[src/rtl/gpio_input_conditioner.sv]
// GPIO input front-end: per-bit synchroniser, debounce counter, registered
// edge pulses and sticky change flags for software polling.
module gpio_input_conditioner #(
  parameter int WIDTH           = 8,
  parameter int SYNC_STAGES     = 2,
  parameter int DEBOUNCE_CYCLES = 16
) (
  input  logic             clk,
  input  logic             rst,
  input  logic [WIDTH-1:0] Raw_In,
  input  logic [WIDTH-1:0] Flag_Clr,
  output logic [WIDTH-1:0] Stable_Out,
  output logic [WIDTH-1:0] Rise_Pulse,
  output logic [WIDTH-1:0] Fall_Pulse,
  output logic [WIDTH-1:0] Change_Flag
);

  localparam int CW = (DEBOUNCE_CYCLES > 1) ? $clog2(DEBOUNCE_CYCLES) : 1;
  localparam logic [CW-1:0] CNT_MAX = CW'(DEBOUNCE_CYCLES - 1);

  logic [WIDTH-1:0] sync_q [SYNC_STAGES];
  logic [WIDTH-1:0] sync_d [SYNC_STAGES];
  logic [CW-1:0]    cnt_q  [WIDTH];
  logic [CW-1:0]    cnt_d  [WIDTH];
  logic [WIDTH-1:0] stable_q, stable_d;
  logic [WIDTH-1:0] rise_q, rise_d;
  logic [WIDTH-1:0] fall_q, fall_d;
  logic [WIDTH-1:0] flag_q, flag_d;
  logic [WIDTH-1:0] accept;
  logic [WIDTH-1:0] sync_s;

  assign sync_s = sync_q[SYNC_STAGES-1];

  // Shift the raw pins through the synchroniser chain.
  always_comb begin
    sync_d[0] = Raw_In;
    for (int k = 1; k < SYNC_STAGES; k++) begin
      sync_d[k] = sync_q[k-1];
    end
  end

  // Per-bit debounce: count disagreeing cycles, accept on terminal count.
  always_comb begin
    stable_d = stable_q;
    rise_d   = '0;
    fall_d   = '0;
    accept   = '0;
    for (int i = 0; i < WIDTH; i++) begin
      cnt_d[i] = cnt_q[i];
      if (sync_s[i] == stable_q[i]) begin
        cnt_d[i] = '0;
      end else if (cnt_q[i] == CNT_MAX) begin
        cnt_d[i]    = '0;
        stable_d[i] = sync_s[i];
        rise_d[i]   = sync_s[i];
        fall_d[i]   = ~sync_s[i];
        accept[i]   = 1'b1;
      end else begin
        cnt_d[i] = cnt_q[i] + CW'(1);
      end
    end
    // A new acceptance beats a simultaneous software clear.
    flag_d = accept | (flag_q & ~Flag_Clr);
  end

  // State registers; async reset drops any pending debounce counts.
  always_ff @(posedge clk or posedge rst) begin
    if (rst) begin
      for (int k = 0; k < SYNC_STAGES; k++) sync_q[k] <= '0;
      for (int i = 0; i < WIDTH; i++) cnt_q[i] <= '0;
      stable_q <= '0;
      rise_q   <= '0;
      fall_q   <= '0;
      flag_q   <= '0;
    end else begin
      for (int k = 0; k < SYNC_STAGES; k++) sync_q[k] <= sync_d[k];
      for (int i = 0; i < WIDTH; i++) cnt_q[i] <= cnt_d[i];
      stable_q <= stable_d;
      rise_q   <= rise_d;
      fall_q   <= fall_d;
      flag_q   <= flag_d;
    end
  end

  assign Stable_Out  = stable_q;
  assign Rise_Pulse  = rise_q;
  assign Fall_Pulse  = fall_q;
  assign Change_Flag = flag_q;

endmodule

[config.mk]
export PLATFORM = sky130hd
export DESIGN_NAME = gpio_input_conditioner
export DESIGN_NICKNAME = d
export VERILOG_FILES = /design/src/rtl/gpio_input_conditioner.sv
export SDC_FILE = /design/constraint.sdc
export NUM_CORES = 1
export LEC_CHECK = 0
export CORE_MARGIN = 5
export CORE_UTILIZATION = 40
export CTS_CLUSTER_SIZE = 40
export DETAILED_ROUTE_END_ITERATION = 8
export GPL_TIMING_DRIVEN = 1
export PLACE_DENSITY = 0.65
export SLEW_MARGIN = 0
export SYNTH_ARGS = -nofsm -noshare
export SYNTH_HDL_FRONTEND = slang
export SYNTH_SLANG_ARGS = --single-unit
export TNS_END_PERCENT = 30
[constraint.sdc]
create_clock -name clk -period 2.43 [get_ports clk]
set_input_delay 0.243 -clock clk [delete_from_list [all_inputs] [get_ports clk]]
set_output_delay 0.243 -clock clk [all_outputs]
set_load 0.02 [all_outputs]
**Yosys cells after proc, flatten, opt, wreduce, memory -nomap -nowiden**

Cells that the tools add are included.

- Bits in registers: 80
- Input port bits: 18
- Output and inout bits: 32
- Logic and storage cells: 136

- Add/subtract/negate cells: 8
- Equal/unequal tests: 16
- Multiplexer cells: 64
- Bitwise logic cells: 19
- Reduce and logical (&&, ||, !) cells: 8

Operators by type and width:

| kind | number |
|---|---|
| $mux 4 | 16 |
| $mux 1 | 48 |
| $add 4x1->4 const B | 8 |
| $eq 4x4->1 const B | 8 |
| $not 1->1 | 16 |
| $reduce_and 2->1 | 8 |
| $and 8x8->8 | 1 |
| $eq 1x1->1 | 8 |
| $not 8->8 | 1 |
| $or 8x8->8 | 1 |

**Longest topological paths before layout**

Gate-level depths: netlist of the first run.

- Depth in word-level cells: 4
- Gate-level depth with buffers: 4

**Worst setup path after synthesis of the first run**

No wires, ideal clock.

- Path kind: reg-to-reg
- Start: register cnt_q[24] in the netlist's numbering
- End: register stable_q[1] (netlist: Stable_Out[1])
- Library setup time: 125 ps
- Arrival time: 1034 ps
- Setup slack: 1271 ps
- Cell stages (with the launch flop): 4
- Path buffers: 0
- Period minus slack after synthesis: 1159 ps
- Cells stage by stage: dfrtp_1 > ha_1 > nand3_2 > mux2_4

- Word-level cells in the longest chain between the ends: 2

Ends and longest elaborated chain:

| element | RTL line | text |
|---|---|---|
| from (decl) | 23 | `logic [CW-1:0] cnt_q [WIDTH];` |
| $eq 4x4->1 | 52 | `end else if (cnt_q[i] == CNT_MAX) begin` |
| $reduce_and 2->1 (no line) | n/a |  |
| to (signal assigned) | 78 | `stable_q <= stable_d;` |
| to (decl) | 25 | `logic [WIDTH-1:0] stable_q, stable_d;` |

No other way between the ends.
A chain may end at the register's enable or synchronous reset.

**Final worst setup path of the first run**

- Start: register stable_q[6] (netlist: Stable_Out[6])
- End: output port Stable_Out[6]

RTL lines:

| element | RTL line | text |
|---|---|---|
| to (decl) | 12 | `output logic [WIDTH-1:0] Stable_Out,` |

No word-level cell between the ends.

==> impl_metrics.json, run 1 <==
{
  "outcome": "complete, no violations",
  "critical_path.max_fanout": 5,
  "holdWs_ns": 0.276,
  "die_x_microns": 96.6,
  "setup_violations": 0,
  "crit_arrival_ns": 1.40,
  "initial_core_util": 0.412,
  "start_kind": "flop",
  "drt_iter0_markers": 37,
  "clockBufferDepth": 2,
  "reg2reg_to": "Stable_Out[2]",
  "grt_pass1_vias": 1882,
  "drc": 0,
  "die_area_sq_um": 9340,
  "cts_tree": "built",
  "core_sq_um": 7290,
  "drv_cap": 0,
  "slowest_delay_ns": 0.63,
  "syn_area_sq_um": 3000,
  "syn_to_final_growth_pct": 28.8,
  "yosys-top-cells-area": "dfrtp_1 67%, nor3b_1 6.0%, xnor2_1 4.7%",
  "r2r_setup_slack_ns": 1.19,
  "irDropWorstVdd_mv": 0.330,
  "track_usage": 0.114,
  "die_h_microns": 96.6,
  "postRouteAntennaNets": 0,
  "period_needed_ns": 1.64,
  "slowest_stage": "clkdlybuf4s50_1",
  "hold_buffers": 0,
  "report.final.slew_viol_count": 0,
  "timing.rr.start": "cnt_q[20]",
  "wl_microns": 4950,
  "yosysTopAreaCellShare": 0.667,
  "synth_edf_count": 0,
  "ios": 50,
  "via_per_inst": 4.74,
  "synthArstFlopShare": 1.00,
  "cp_num_buf_inv": 1,
  "yosysWarnings": 0,
  "crit_type": "flop to output port",
  "grt_max_degree": 36,
  "dr.pass1.iters": 2,
  "synth_fp_nets": 241,
  "antenna_found_initial": 0,
  "wl_per_cell_microns": 13.0,
  "power.density_nw_per_um2": 677,
  "yosysMostFrequentCell": "dfrtp_1",
  "clk-insertion-delay-late_ns": 0.33,
  "p_leak_uw": 0.00165,
  "io_buffers": 49,
  "gp_congestion": 0.674,
  "num_antenna_cells": 0,
  "rsz0062_at_grt": "no",
  "nets": 303,
  "synth.distinct_cells": 16,
  "vias": 1803,
  "crit_chain": "clkdlybuf4s50_1",
  "synth_commonest_cells": "80 x dfrtp_1, 24 x nor3b_1, 16 x inv_1, 16 x xnor2_1, 14 x a21oi_1",
  "cts-htree-levels": 3,
  "cts_made_buffers": 9,
  "overflow": 0,
  "reg2reg_depth": 3,
  "final-hold-violation-count": 0,
  "slew-limit-headroom": 0.603,
  "post-route-util": 0.530,
  "drive_above_1_share": 0.117,
  "clk_pin_slew_ns": 0.07,
  "tns_ns": 0,
  "cts_setup_buffers": 0,
  "hpwl_microns": 3530,
  "grt_pass1_wl_microns": 8700,
  "max_freq_ghz": 0.609,
  "crit_required_ns": 2.19,
  "synth_top_cell_by_area": "dfrtp_1",
  "seq_area_frac_synth": 0.667,
  "root_buffer": "clkbuf_8",
  "fin_crit_sh": 0.676,
  "hold_path.class": "input pin to asynchronous set/reset pin",
  "synth_flop_cell": "dfrtp_1",
  "syn_area_per_cell_sq_um": 14.0,
  "worst_pin_slew_ns": 0.594,
  "endpoint_kind": "output port",
  "post_cts_resized": 0,
  "skew_ns": 0.00477,
  "ys_ff_latch": 80,
  "rows": 31,
  "clock-sinks": 80,
  "postSynthCellCount": 215,
  "cp_top_family": "buffers and inverters"
}
[layout make-up]
cell class              count  area, sq um
fillers                   669         3430
repair buffers             51          518
well taps                  99          124
clock inverters             3         65.1
inverters                  16         61.3
multi-input cells         119          940
flip-flops and latches     80         2000
clock buffers              12          155
[through the flow]
stage | power, uW | instance area (sq um) | worst slack, ns | std cells
6_report | 2620 | 3860 | 0.787 | 380
5_1_grt | 2740 | 3860 | 0.713 | 380
4_1_cts | 2660 | 3860 | 0.760 | 380
3_5_place_dp | 1590 | 3640 | 1.15 | 365
3_3_place_gp | 1580 | 3640 | 1.17 | 365
2_1_floorplan | 1530 | 3000 | 0.135 | 215
[cell families (layout without fill, tap and decap cells)]
group	count (synthesis)	count (layout)	share of synthesized area
and+or+nand+nor	55	55	0.134
xor gates and xnor gates	16	16	0.0467
AOI/OAI and AO/OA	32	32	0.0592
buffers and inverters	16	82	0.0200
muxes	8	8	0.0400
DFF	80	80	0.667
adders and majority gates	8	8	0.0333
[how the worst max path moves through the flow]
stage	startpoint	endpoint	slack, ns	depth (start not counted)
floorplan	rst	Change_Flag[0]	0.14	1
global placement	rst	cnt_q[22]	1.17	3
CTS	Stable_Out[6]	Stable_Out[6]	0.76	1
finish	Stable_Out[6]	Stable_Out[6]	0.79	1
global route	Stable_Out[7]	Stable_Out[7]	0.71	1
detailed placement	rst	Stable_Out[2]	1.15	3
[power by group]
group / switching, uW / total [uW] / leakage (uW) / internal (uW)
Combinational: 65.3 / 138 / 0.000476 / 73.0
Sequential: 42.9 / 1420 / 0.00106 / 1380
Clock: 432 / 1060 / 0.000112 / 628
[routing by layer]
metal / up-vias / part of all wire / global-route usage
met3: 9 / 0.042 / 0.0417
met2: 38 / 0.48 / 0.178
li1: 869 / - / -
met4: 0 / 0.021 / 0.0518
met5: - / 0 / 0
met1: 887 / 0.46 / 0.140
[cell usage in the layout, fill, tap and decap left out]
cell              n
xnor2_1          16
clkbuf_1          1
buf_4             1
nand3_2           8
ha_1              8
mux2_4            8
a21oi_1          14
clkbuf_8         11
nor3b_1          24
nor2_1            8
o22ai_1           8
inv_1            15
clkdlybuf4s50_1  49
nor2b_1           8
a311oi_1          1
o21ai_0           7
bufinv_16         2
buf_12            1
dfrtp_1          80
clkinv_2          2
a31oi_1           1
nand4b_1          7
a21o_1            1
[sequential cells by signal, indices dropped and copies added, names as in the netlist]
name,cells
cnt_q,32
Change_Flag,8
Fall_Pulse,8
Rise_Pulse,8
Stable_Out,8
sync_d,8
sync_s,8
Note: power is estimated with default switching activity, not from simulation.
==> run 2: changes to the inputs <==
==> constraint.sdc (replaced) <==
create_clock -name clk -period 1.4 [get_ports clk]
set_input_delay 0.14 -clock clk [delete_from_list [all_inputs] [get_ports clk]]
set_output_delay 0.14 -clock clk [all_outputs]
set_load 0.02 [all_outputs]
==> run 2 against run 1 <==
Critical path depth unchanged. Die area unchanged. Global-route usage down 0.12 points. Hold slack worse by 0.041 ns. Via count down 1.1%. Utilization up 0.14 points. Sequential power up 73%. Register-to-register slack worse by 1.0 ns. Critical path type unchanged.
==> impl_metrics.json, run 2 (synthesis gave the netlist of run 1 again) <==
{
  "dr.pass1.iters": 4,
  "io_buffers": 49,
  "via_per_inst": 4.68,
  "p_leak_uw": 0.00182,
  "die_h_microns": 96.6,
  "grt_util_met2": 0.175,
  "wl_microns": 4800,
  "initial_core_util": 0.412,
  "crit_type": "flop to output port",
  "final_cell_mix": "80 x dfrtp_1, 32 x dlygate4sd2_1, 24 x nor3b_1",
  "root_buffer": "clkbuf_8",
  "antenna_found_initial": 0,
  "largest_register": "cnt_q",
  "vias": 1784,
  "fin_area_sq_um": 3870,
  "ios": 50,
  "grt_max_degree": 81,
  "clk_pin_slew_ns": 0.08,
  "worst_pin_slew_ns": 0.433,
  "num_antenna_cells": 0,
  "critical_path.max_fanout": 5,
  "reg2reg_depth": 4,
  "holdPathStages": 1,
  "die_x_microns": 96.6,
  "crit_arrival_ns": 1.13,
  "rows": 31,
  "outcome": "complete, no violations",
  "power.density_nw_per_um2": 1260,
  "hold_buffers": 0,
  "cts_setup_buffers": 0,
  "cp_top_family": "flip-flops",
  "clk-insertion-delay-late_ns": 0.34,
  "skew_ns": 0.00563,
  "track_usage": 0.113,
  "syn_to_final_growth_pct": 29.1,
  "period_needed_ns": 1.27,
  "endpoint_kind": "output port",
  "core_sq_um": 7290,
  "detailed_place.area_sq_um": 3650,
  "tns_ns": 0,
  "grt.busiest_layer": "met2",
  "rsz0062_at_grt": "no",
  "drv_cap": 0,
  "overflow": 0,
  "cts_tree": "built",
  "hold_path.class": "input pin to flop",
  "fin_crit_sh": 0.910,
  "slowest_delay_ns": 0.43,
  "largest_reg_flops": 32,
  "clockBufferDepth": 2,
  "drive_above_1_share": 0.124,
  "cts_made_buffers": 9,
  "drc": 0,
  "irDropWorstVdd_mv": 0.661,
  "report.final.slew_viol_count": 0,
  "grt_pass1_wl_microns": 8650,
  "slew-limit-headroom": 0.710,
  "start_kind": "flop",
  "drt_iter0_markers": 43,
  "crit_required_ns": 1.26,
  "wl_per_cell_microns": 12.6,
  "nets": 303,
  "grtUsageMet3": 0.0525,
  "path_depth": 1,
  "die_area_sq_um": 9340,
  "fillCellCount": 663,
  "clock-sinks": 80,
  "final_common_cell": "dfrtp_1",
  "cp_num_buf_inv": 1,
  "postRouteAntennaNets": 0,
  "cts-htree-levels": 3,
  "crit_chain": "dlygate4sd2_1",
  "grt_pass1_vias": 1857,
  "slowest_stage": "dfrtp_1",
  "max_freq_ghz": 0.785,
  "setup_violations": 0,
  "hpwl_microns": 3310,
  "grt_use_met1": 0.139,
  "final-hold-violation-count": 0,
  "gp_congestion": 0.764
}
-- run 2: final timing paths --
path	start	to	slack, ns
max	Stable_Out[2]	Stable_Out[2]	0.13
min	Raw_In[2]	sync_d[2]	0.23
max reg2reg	cnt_q[4]	Fall_Pulse[6]	0.14
min reg2reg	sync_d[7]	sync_s[7]	0.35
max in group asynchronous	rst	cnt_q[23]	0.80
min in group asynchronous	rst	sync_s[4]	0.29
-- run 2: layout make-up --
cell class	count	area [sq um]	share of cell area
clock inverter	6	130	0.0336
timing repair buffer	51	478	0.123
tap	99	124	0.0320
sequential	80	2000	0.517
clock buffer	10	138	0.0355
multi-input combinational	119	940	0.242
inverter	16	63.8	0.0165
-- run 2: per-layer routing --
| layer | up-vias | part of all wire |
|---|---|---|
| li1 | 871 | - |
| met1 | 864 | 0.47 |
| met2 | 45 | 0.47 |
| met3 | 4 | 0.054 |
| met4 | 0 | 0.0075 |
| met5 | - | 0 |
-- run 2: where the power goes --
group	total (uW)	internal, uW	switching (uW)
registers	2460	2390	73.6
logic	239	125	114
clock network	2170	1410	759
-- run 2: timing repair --
action,in CTS,in global routing
setup endpoints to repair,32,0
endpoints found under the hold margin,0,0
resized for setup,32,0
-- run 2: stage by stage --
stage,hold slack [ns],util,worst slack [ns],cells,total power [uW]
after floorplan,0.171,-,0.241,215,2650
after global placement,0.332,0.500,0.107,365,2750
after detailed placement,0.336,0.500,0.0989,365,2750
after CTS,0.213,0.531,0.0758,381,4960
after global routing,0.204,0.531,0.0408,381,5110
final,0.234,0.531,0.126,381,4870
==> run 3: changes to the inputs <==
--- a/config.mk
+++ b/config.mk
@@ -10,7 +10,6 @@
 export CTS_CLUSTER_SIZE = 40
 export DETAILED_ROUTE_END_ITERATION = 8
 export GPL_TIMING_DRIVEN = 1
-export PLACE_DENSITY = 0.65
 export SLEW_MARGIN = 0
 export SYNTH_ARGS = -nofsm -noshare
 export SYNTH_HDL_FRONTEND = slang
==> constraint.sdc (replaced) <==
create_clock -name clk -period 1.6 [get_ports clk]
set_input_delay 0.16 -clock clk [delete_from_list [all_inputs] [get_ports clk]]
set_output_delay 0.16 -clock clk [all_outputs]
set_load 0.02 [all_outputs]
==> run 3 against run 2 <==
Worst setup slack lost 0.0014 ns. First-iteration DRC count is 7.0% higher. Count of clock-buffer cells in the layout grew 1. Wire length grew 2.6%. Clock skew is 0.0058 ns higher. Largest cell class unchanged. Via count decreased by 0.95%. Highest routed layer unchanged. Die area is the same. Total power shrank 17%. Critical endpoint is now Change_Flag[3].
==> impl_metrics.json, run 3 (synthesis gave the netlist of run 1 again) <==
{
  "outcome": "complete, no violations",
  "die_h_microns": 96.6,
  "clkPwrFrac": 0.409,
  "power.density_nw_per_um2": 1030,
  "hold_buffers": 0,
  "grt_pass1_wl_microns": 8810,
  "clk-insertion-delay-late_ns": 0.34,
  "final_cell_mix": "80 x dfrtp_1, 41 x clkdlybuf4s50_1, 24 x nor3b_1",
  "drc": 0,
  "antenna_found_initial": 0,
  "detailed_place.area_sq_um": 3660,
  "skew_ns": 0.0114,
  "io_buffers": 49,
  "dr.pass1.iters": 3,
  "report.final.slew_viol_count": 0,
  "fillCellCount": 651,
  "wl_per_cell_microns": 12.9,
  "syn_to_final_growth_pct": 30.1,
  "root_buffer": "clkbuf_8",
  "crit_type": "flop to output port",
  "p_comb_frac": 0.054,
  "largest_register": "cnt_q",
  "setup_violations": 0,
  "final-hold-violation-count": 0,
  "die_x_microns": 96.6,
  "power_uw": 4020,
  "cp_top_family": "buffers and inverters",
  "overflow": 0,
  "rsz0062_at_grt": "no",
  "die_area_sq_um": 9340,
  "drive_above_1_share": 0.124,
  "initial_core_util": 0.412,
  "crit_chain": "clkdlybuf4s50_1",
  "switching_power_uw": 850,
  "core_sq_um": 7290,
  "hpwl_microns": 3430,
  "cts_made_buffers": 9,
  "endpoint_kind": "output port",
  "cts_tree": "built",
  "hold_path.class": "input pin to asynchronous set/reset pin",
  "clock-sinks": 80,
  "fin_crit_sh": 0.922,
  "via_per_inst": 4.64,
  "p_int_uw": 3170,
  "crit_arrival_ns": 1.32,
  "tns_ns": 0,
  "max_freq_ghz": 0.678,
  "irDropWorstVdd_mv": 0.460,
  "grt_pass1_vias": 1875,
  "largest_reg_flops": 32,
  "num_antenna_cells": 0,
  "postRouteAntennaNets": 0,
  "period_needed_ns": 1.48,
  "ios": 50,
  "gp_congestion": 0.692,
  "worst_pin_slew_ns": 0.472,
  "track_usage": 0.114,
  "wl_microns": 4920,
  "rows": 31,
  "seq_power_share": 0.537,
  "slew-limit-headroom": 0.683,
  "slowest_delay_ns": 0.61,
  "start_kind": "flop",
  "drv_cap": 0,
  "switching_share": 0.212,
  "cp_num_buf_inv": 1,
  "final_common_cell": "dfrtp_1",
  "fin_area_sq_um": 3910,
  "clk_pin_slew_ns": 0.08,
  "vias": 1767,
  "slowest_stage": "clkdlybuf4s50_1",
  "grt_max_degree": 38,
  "clockBufferDepth": 2,
  "p_leak_uw": 0.00179,
  "nets": 303,
  "critical_path.max_fanout": 2,
  "crit_required_ns": 1.44,
  "holdWs_ns": 0.131,
  "cts-htree-levels": 3,
  "drt_iter0_markers": 46
}
[run 3: cell count changes in the layout (fill, tap and decap cells not counted), sizes merged]
cell	previous run	this run
dlymetal6s2s	0	7
bufinv	4	2
clkdlybuf4s50	17	41
clkbuf	10	11
dlygate4sd2	32	1
clkinv	2	3
[run 3: what timing repair did]
action | 4_1_cts | 5_1_grt
setup buffers | 0 | 0
endpoints found under the setup margin | 1 | 7
resized for setup | 1 | 7
[run 3: final cells by class]
cell class | count | area, sq um | area share
flip-flops and latches | 80 | 2000 | 0.512
multi-input cells | 119 | 940 | 0.241
repair buffers | 51 | 547 | 0.140
clock buffers | 11 | 151 | 0.0388
well taps | 99 | 124 | 0.0317
clock inverters | 5 | 78.8 | 0.0202
inverters | 16 | 63.8 | 0.0163
[run 3: power groups by stage]
| stage | registers, uW | logic (uW) | clock network (uW) |
|---|---|---|---|
| floorplan | 2180 | 137 | 0 |
| global placement | 2190 | 222 | 0 |
| detailed placement | 2190 | 222 | 0 |
| CTS | 2150 | 226 | 1700 |
| global route | 2170 | 253 | 1780 |
| finish | 2150 | 217 | 1640 |
[run 3: metal layers]
layer / part of all wire / track usage / wire (microns)
met2: 0.45 / 0.174 / 2220
met5: 0 / 0 / 0
met4: 0.016 / 0.0486 / 78
met1: 0.48 / 0.145 / 2340
met3: 0.056 / 0.0453 / 274
[run 3: final timing paths]
check	startpoint	to	slack [ns]	depth (start not counted)
worst max-delay path	Change_Flag[3]	Change_Flag[3]	0.12	1
worst min-delay path	rst	Change_Flag[2]	0.13	2
worst max register to register	cnt_q[12]	Stable_Out[4]	0.37	3
min in group clk	Raw_In[0]	sync_d[0]	0.26	1
max in group asynchronous	rst	sync_s[7]	0.99	3
worst min register to register	sync_d[5]	sync_s[5]	0.35	0
[run 3: metrics by stage]
stage	cells	utilization	worst slack [ns]
after floorplan	215	-	0.441
after global placement	365	0.502	0.386
after detailed placement	365	0.502	0.379
after CTS	381	0.533	0.00269
after global routing	381	0.536	0.0709
final	381	0.536	0.125
